--- src/rtl/coincidence_gated_counter.sv ---
// ============================================================================
// coincidence_gated_counter : edge-detect, delay and window NCHAN inputs, then
// count singles and pairwise coincidences over a timed gate.  Rev 1.0
// ============================================================================
`default_nettype none

module coincidence_gated_counter #(
  parameter int NCHAN = 4,
  parameter int NBITS = 4,
  parameter int NREGS = 16,
  parameter int WBITS = 4,
  parameter int GBITS = 16,
  parameter int CBITS = 16,
  localparam int NCOMB = NCHAN * (NCHAN - 1) / 2
) (
  input  logic             clk_i,
  input  logic             rst_ni,
  input  logic [NCHAN-1:0] channels_i,
  input  logic [NBITS-1:0] delays_i [NCHAN],
  input  logic [WBITS-1:0] window_i,
  input  logic [GBITS-1:0] gate_period_i,
  input  logic             start_i,
  input  logic             abort_i,
  output logic             busy_o,
  output logic             done_o,
  output logic [CBITS-1:0] singles_o [NCHAN],
  output logic [CBITS-1:0] counts_o [NCOMB]
);

  typedef enum logic [1:0] {
    S_IDLE = 2'd0,
    S_RUN  = 2'd1,
    S_DONE = 2'd2
  } state_e;

  localparam int               IW    = (NREGS > 2) ? $clog2(NREGS) : 1;
  localparam logic [CBITS-1:0] C_MAX = '1;

  state_e           state_q;
  logic [NCHAN-1:0] prev_q;
  logic [NCHAN-1:0] pulse;
  logic [NCHAN-1:0] dly;
  logic [NCHAN-1:0] active;
  logic [NCOMB-1:0] pair;
  logic [GBITS-1:0] timer_q;
  logic             busy_q;
  logic             done_q;
  logic [CBITS-1:0] sacc_q [NCHAN];
  logic [CBITS-1:0] sacc_d [NCHAN];
  logic [CBITS-1:0] pacc_q [NCOMB];
  logic [CBITS-1:0] pacc_d [NCOMB];
  logic [CBITS-1:0] singles_q [NCHAN];
  logic [CBITS-1:0] counts_q [NCOMB];

  assign pulse = channels_i & ~prev_q;

  // Tap 0 is the undelayed pulse; tap k is the pulse k cycles ago.
  generate
    for (genvar gi = 0; gi < NCHAN; gi++) begin : g_chan
      logic [NREGS-2:0] line_q;
      logic [WBITS-1:0] win_q;
      logic [NREGS-1:0] taps;
      logic [IW-1:0]    idx;

      assign taps = {line_q, pulse[gi]};
      assign idx  = (32'(delays_i[gi]) >= NREGS) ? IW'(NREGS - 1) : IW'(delays_i[gi]);
      assign dly[gi]    = taps[idx];
      assign active[gi] = dly[gi] | (win_q != '0);

      always_ff @(posedge clk_i or negedge rst_ni) begin
        if (!rst_ni) begin
          line_q <= '0;
          win_q  <= '0;
        end else begin
          line_q <= taps[NREGS-2:0];
          if (dly[gi]) begin
            win_q <= window_i;
          end else if (win_q != '0) begin
            win_q <= win_q - WBITS'(1);
          end
        end
      end
    end

    for (genvar gi = 0; gi < NCHAN; gi++) begin : g_pi
      for (genvar gj = gi + 1; gj < NCHAN; gj++) begin : g_pj
        localparam int K = gi * NCHAN - gi * (gi + 1) / 2 + (gj - gi - 1);
        assign pair[K] = (dly[gi] & active[gj]) | (dly[gj] & active[gi]);
      end
    end
  endgenerate

  always_comb begin
    for (int i = 0; i < NCHAN; i++) begin
      sacc_d[i] = (sacc_q[i] != C_MAX) ? sacc_q[i] + CBITS'(dly[i]) : sacc_q[i];
    end
    for (int k = 0; k < NCOMB; k++) begin
      pacc_d[k] = (pacc_q[k] != C_MAX) ? pacc_q[k] + CBITS'(pair[k]) : pacc_q[k];
    end
  end

  always_ff @(posedge clk_i or negedge rst_ni) begin
    if (!rst_ni) begin
      state_q   <= S_IDLE;
      prev_q    <= '0;
      timer_q   <= '0;
      busy_q    <= 1'b0;
      done_q    <= 1'b0;
      sacc_q    <= '{default: '0};
      pacc_q    <= '{default: '0};
      singles_q <= '{default: '0};
      counts_q  <= '{default: '0};
    end else begin
      prev_q <= channels_i;
      done_q <= 1'b0;
      case (state_q)
        S_IDLE: begin
          if (start_i && (gate_period_i != '0)) begin
            sacc_q  <= '{default: '0};
            pacc_q  <= '{default: '0};
            timer_q <= gate_period_i;
            busy_q  <= 1'b1;
            state_q <= S_RUN;
          end
        end
        S_RUN: begin
          // Abort drops this cycle's events and leaves the snapshot alone.
          if (abort_i) begin
            busy_q  <= 1'b0;
            state_q <= S_IDLE;
          end else begin
            sacc_q  <= sacc_d;
            pacc_q  <= pacc_d;
            timer_q <= timer_q - GBITS'(1);
            if (timer_q == GBITS'(1)) begin
              singles_q <= sacc_d;
              counts_q  <= pacc_d;
              done_q    <= 1'b1;
              state_q   <= S_DONE;
            end
          end
        end
        S_DONE: begin
          busy_q  <= 1'b0;
          state_q <= S_IDLE;
        end
        default: begin
          busy_q  <= 1'b0;
          state_q <= S_IDLE;
        end
      endcase
    end
  end

  assign busy_o    = busy_q;
  assign done_o    = done_q;
  assign singles_o = singles_q;
  assign counts_o  = counts_q;

endmodule

`default_nettype wire
--- config.mk ---
export PLATFORM = sky130hd
export DESIGN_NAME = coincidence_gated_counter
export DESIGN_NICKNAME = d
export VERILOG_FILES = /design/src/rtl/coincidence_gated_counter.sv
export SDC_FILE = /design/constraint.sdc
export NUM_CORES = 1
export LEC_CHECK = 0
export CORE_ASPECT_RATIO = 0.8
export CORE_MARGIN = 1.5
export CORE_UTILIZATION = 35
export CTS_CLUSTER_DIAMETER = 120
export DETAILED_ROUTE_END_ITERATION = 8
export PLACE_DENSITY_LB_ADDON = 0.08
export SYNTH_ARGS = -nofsm -noshare
export SYNTH_HDL_FRONTEND = slang
export SYNTH_SLANG_ARGS = --single-unit
--- constraint.sdc ---
create_clock -name clk_i -period 4.9 [get_ports clk_i]
set_clock_uncertainty 0.05 [all_clocks]
set_input_delay 0.98 -clock clk_i [delete_from_list [all_inputs] [get_ports clk_i]]
set_output_delay 0.98 -clock clk_i [all_outputs]
set_load 0.02 [all_outputs]
==> impl_metrics.toml <==
[timing]
timing.setup.tns_ps = 0
rsz0062_at_grt = "no"
drv_slew = 0
tightest_slew_ps = 1110
hold_viol_final = 0
max_slew_margin_pct = 25.8
period_needed_ps = 4150
finalSetupViolCount = 0
period_share_pct = 84.6
max_freq_mhz = 241

[min_path]
worstHoldPathType = "register to register"

[power]
fin_total_pwr_mw = 8.81
irDropWorstVdd_mv = 0.221
p_per_area_nw_per_um2 = 345
cellLeakagePower_nw = 10.2

[cells_and_area]
final_common_cell = "dfrtp_1"
n_fill_cell = 5729
diodes = 0
final_cell_mix = "420 x dfrtp_1, 294 x nand2_1, 204 x clkdlybuf4s50_1"
stdcell_area_um2 = 25500
final_core_util_pct = 42.9
area_growth_pct = 21.3
drive_gt1_share_pct = 6.88
final_nets = 2444
final_cells = 3176

[die]
core_um2 = 59500
num_rows = 80
die-area_um2 = 61500
die_x_um = 277
die_y_um = 222
io_pins = 206
start_util_pct = 35.3

[critical_path]
cp_cell_sequence = "clkdlybuf4s50_1 > mux2_2 > nor3b_1 > nor4_1 > buf_4 > nor2_1 > buf_4 > o22ai_1 > ha_1 > buf_4 > nand4_1 > nor4b_1 > o21ai_0 > a21o_1"
path_delay_family = "simple AND/OR/NAND/NOR gates"
rrSetupSlack_ps = 1480
cp_max_fo = 7
end_kind = "register"
cp.depth = 14
ff2ff_path_depth = 13
slowest_stage = "clkdlybuf4s50_1"
rr_startpoint = "g_chan[3].line_q[13]"
cp.required_ps = 5320
startpoint = "delays_i[3]"
crit_path_max_incr_delay_ps = 610
critical_path_class = "input pin to register"
crit_path_start_kind = "input pin"
worstPathArrival_ps = 4570
timing.critical_path.mode_cell = "buf_4"
critPathBufInv = 4
r2r_end = "pacc_q[57]"
crit_end = "pacc_q[57]"

[logic_synthesis]
synth-edff-count = 0
synth_seq_cells = 420
synth_fp_nets = 2295
syn_area_per_cell_um2 = 9.49
ys_types = 74
syn_inst = 2215
synthFlopType = "dfrtp_1"
yosysSeqAreaShare_pct = 50.0
synth-async-reset-ratio_pct = 100
synth_area_um2 = 21000
yosysWarnings = 0

[global_routing]
grt-ovfl-total = 0
grt_pass1_wl_um = 93100
antenna_found_initial = 0
grt_max_degree = 152
first_global_vias = 16300
grtUsageTotal_pct = 18.7

[placement]
dpl_cell_area_um2 = 23900
routabilityCongestion = 0.813
dp_hpwl_um = 37700
placedCellCount = 3094
io_buffers = 205

[drt]
viasPerCell = 5.31
ant_nets = 0
drt_iter0_markers = 993
drc = 0
drtPass1Iterations = 5
routed_wl_um = 57400
num_vias = 16900
routedWlPerCell_um = 18.1

[cts]
clock_latency_ps = 580
cts-root-buf = "clkbuf_16"
cts_tree = "done"
cts_hold_buf = 0
cts.htree.levels = 2
ctsResizeCount = 0
cts_sinks = 420
clk_pin_slew_ps = 60
cts_max_path_buffers = 3
numCtsBuffers = 47
post_cts_buffers = 0

[status]
status = "finished, final reports clean"

[job]
cap_violations = 0
-- registers in the layout, summed over array words and instances, names as in the netlist, 2 cells and up --
| register | flops |
|---|---|
| pacc_q | 96 |
| singles_o | 64 |
| prev_q | 4 |
| g_chan.win_q | 16 |
| g_chan.line_q | 60 |
| state_q | 2 |
| timer_q | 16 |
| counts_o | 96 |
| sacc_q | 64 |
-- power by group --
group          internal (mW)  total, mW  switching [mW]  leakage, nW
logic                  0.455       1.18           0.730         3.71
clock network           2.29       3.78            1.49        0.805
registers               3.67       3.85           0.181         5.72
total                   6.41       8.81            2.40         10.2
-- cells in the mapped netlist (12+ instances only) --
cell      number  share of area (%)
a21o_1        12               0.43
a21oi_1      114                2.7
a22o_1        16               0.67
a31oi_1       67                2.0
and2_1        18               0.54
and3_1        27               0.80
and4_1        29                1.2
buf_2         30               0.71
clkbuf_1      98                1.8
dfrtp_1      420                 50
ha_1          36                2.1
inv_1         56                1.0
mux2_2        14               0.75
nand2_1      294                5.3
nand2b_1      12               0.36
nand3_1       64                1.5
nand4_1       50                1.5
nor2_1       117                2.1
nor3_1        46                1.1
nor3b_1       14               0.50
nor4_1        25               0.74
o21ai_0      133                3.2
o21ai_1      147                3.5
o22ai_1       13               0.39
o31ai_1       38                1.4
or3_1         34                1.0
xnor2_1       93                3.9
xor2_1        28                1.2
-- per-layer routing --
metal	global-route usage, %	vias up	share of wire (%)
met5	0	-	0
met4	4.34	0	1.6
met3	3.53	53	4.7
met2	28.3	308	44
met1	27.5	8208	50
li1	-	8298	-
-- metrics by stage --
step / setup WS [ps] / hold slack [ps]
3_3_place_gp: 58.0 / 299
4_1_cts: 652 / 319
3_5_place_dp: 50.2 / 305
5_1_grt: 364 / 323
6_report: 753 / 315
2_1_floorplan: 1140 / 296
-- worst register-to-register path: cells and delay by family, from the launching register on --
family	cells	cell delay, ps
fa+ha+maj	1	310
flops	1	350
compound gates	3	730
mux	1	150
buf+inv	3	520
simple gates	5	1220
-- final cells by class --
cell class	count	area, µm²	area share (%)
multi-input cells	1599	9750	38.2
repair buffers	239	2410	9.46
flip-flops and latches	420	10500	41.2
clock inverters	14	203	0.795
well taps	779	975	3.82
clock buffers	68	1440	5.64
inverters	57	214	0.839
-- worst min path at each step --
| stage | depth (start not counted) | slack, ps | from | endpoint |
|---|---|---|---|---|
| 6_report | 0 | 310 | g_chan[0].line_q[1] | g_chan[0].line_q[2] |
| 3_3_place_gp | 0 | 300 | g_chan[0].line_q[1] | g_chan[0].line_q[2] |
| 4_1_cts | 0 | 320 | g_chan[0].line_q[1] | g_chan[0].line_q[2] |
| 2_1_floorplan | 0 | 300 | g_chan[0].line_q[9] | g_chan[0].line_q[10] |
| 3_5_place_dp | 0 | 300 | g_chan[0].line_q[1] | g_chan[0].line_q[2] |
| 5_1_grt | 0 | 320 | g_chan[1].line_q[11] | g_chan[1].line_q[12] |
-- cells by family after synthesis --
family	Yosys count	share of synthesized area, %
AOI/OAI and AO/OA	628	17.8
xor gates and xnor gates	121	5.04
adders and majority gates	36	2.14
muxes	37	2.67
buffers and inverters	196	3.83
and+or+nand+nor	777	18.5
DFF	420	50.0
No activity file was read; power rests on OpenSTA's default activity.
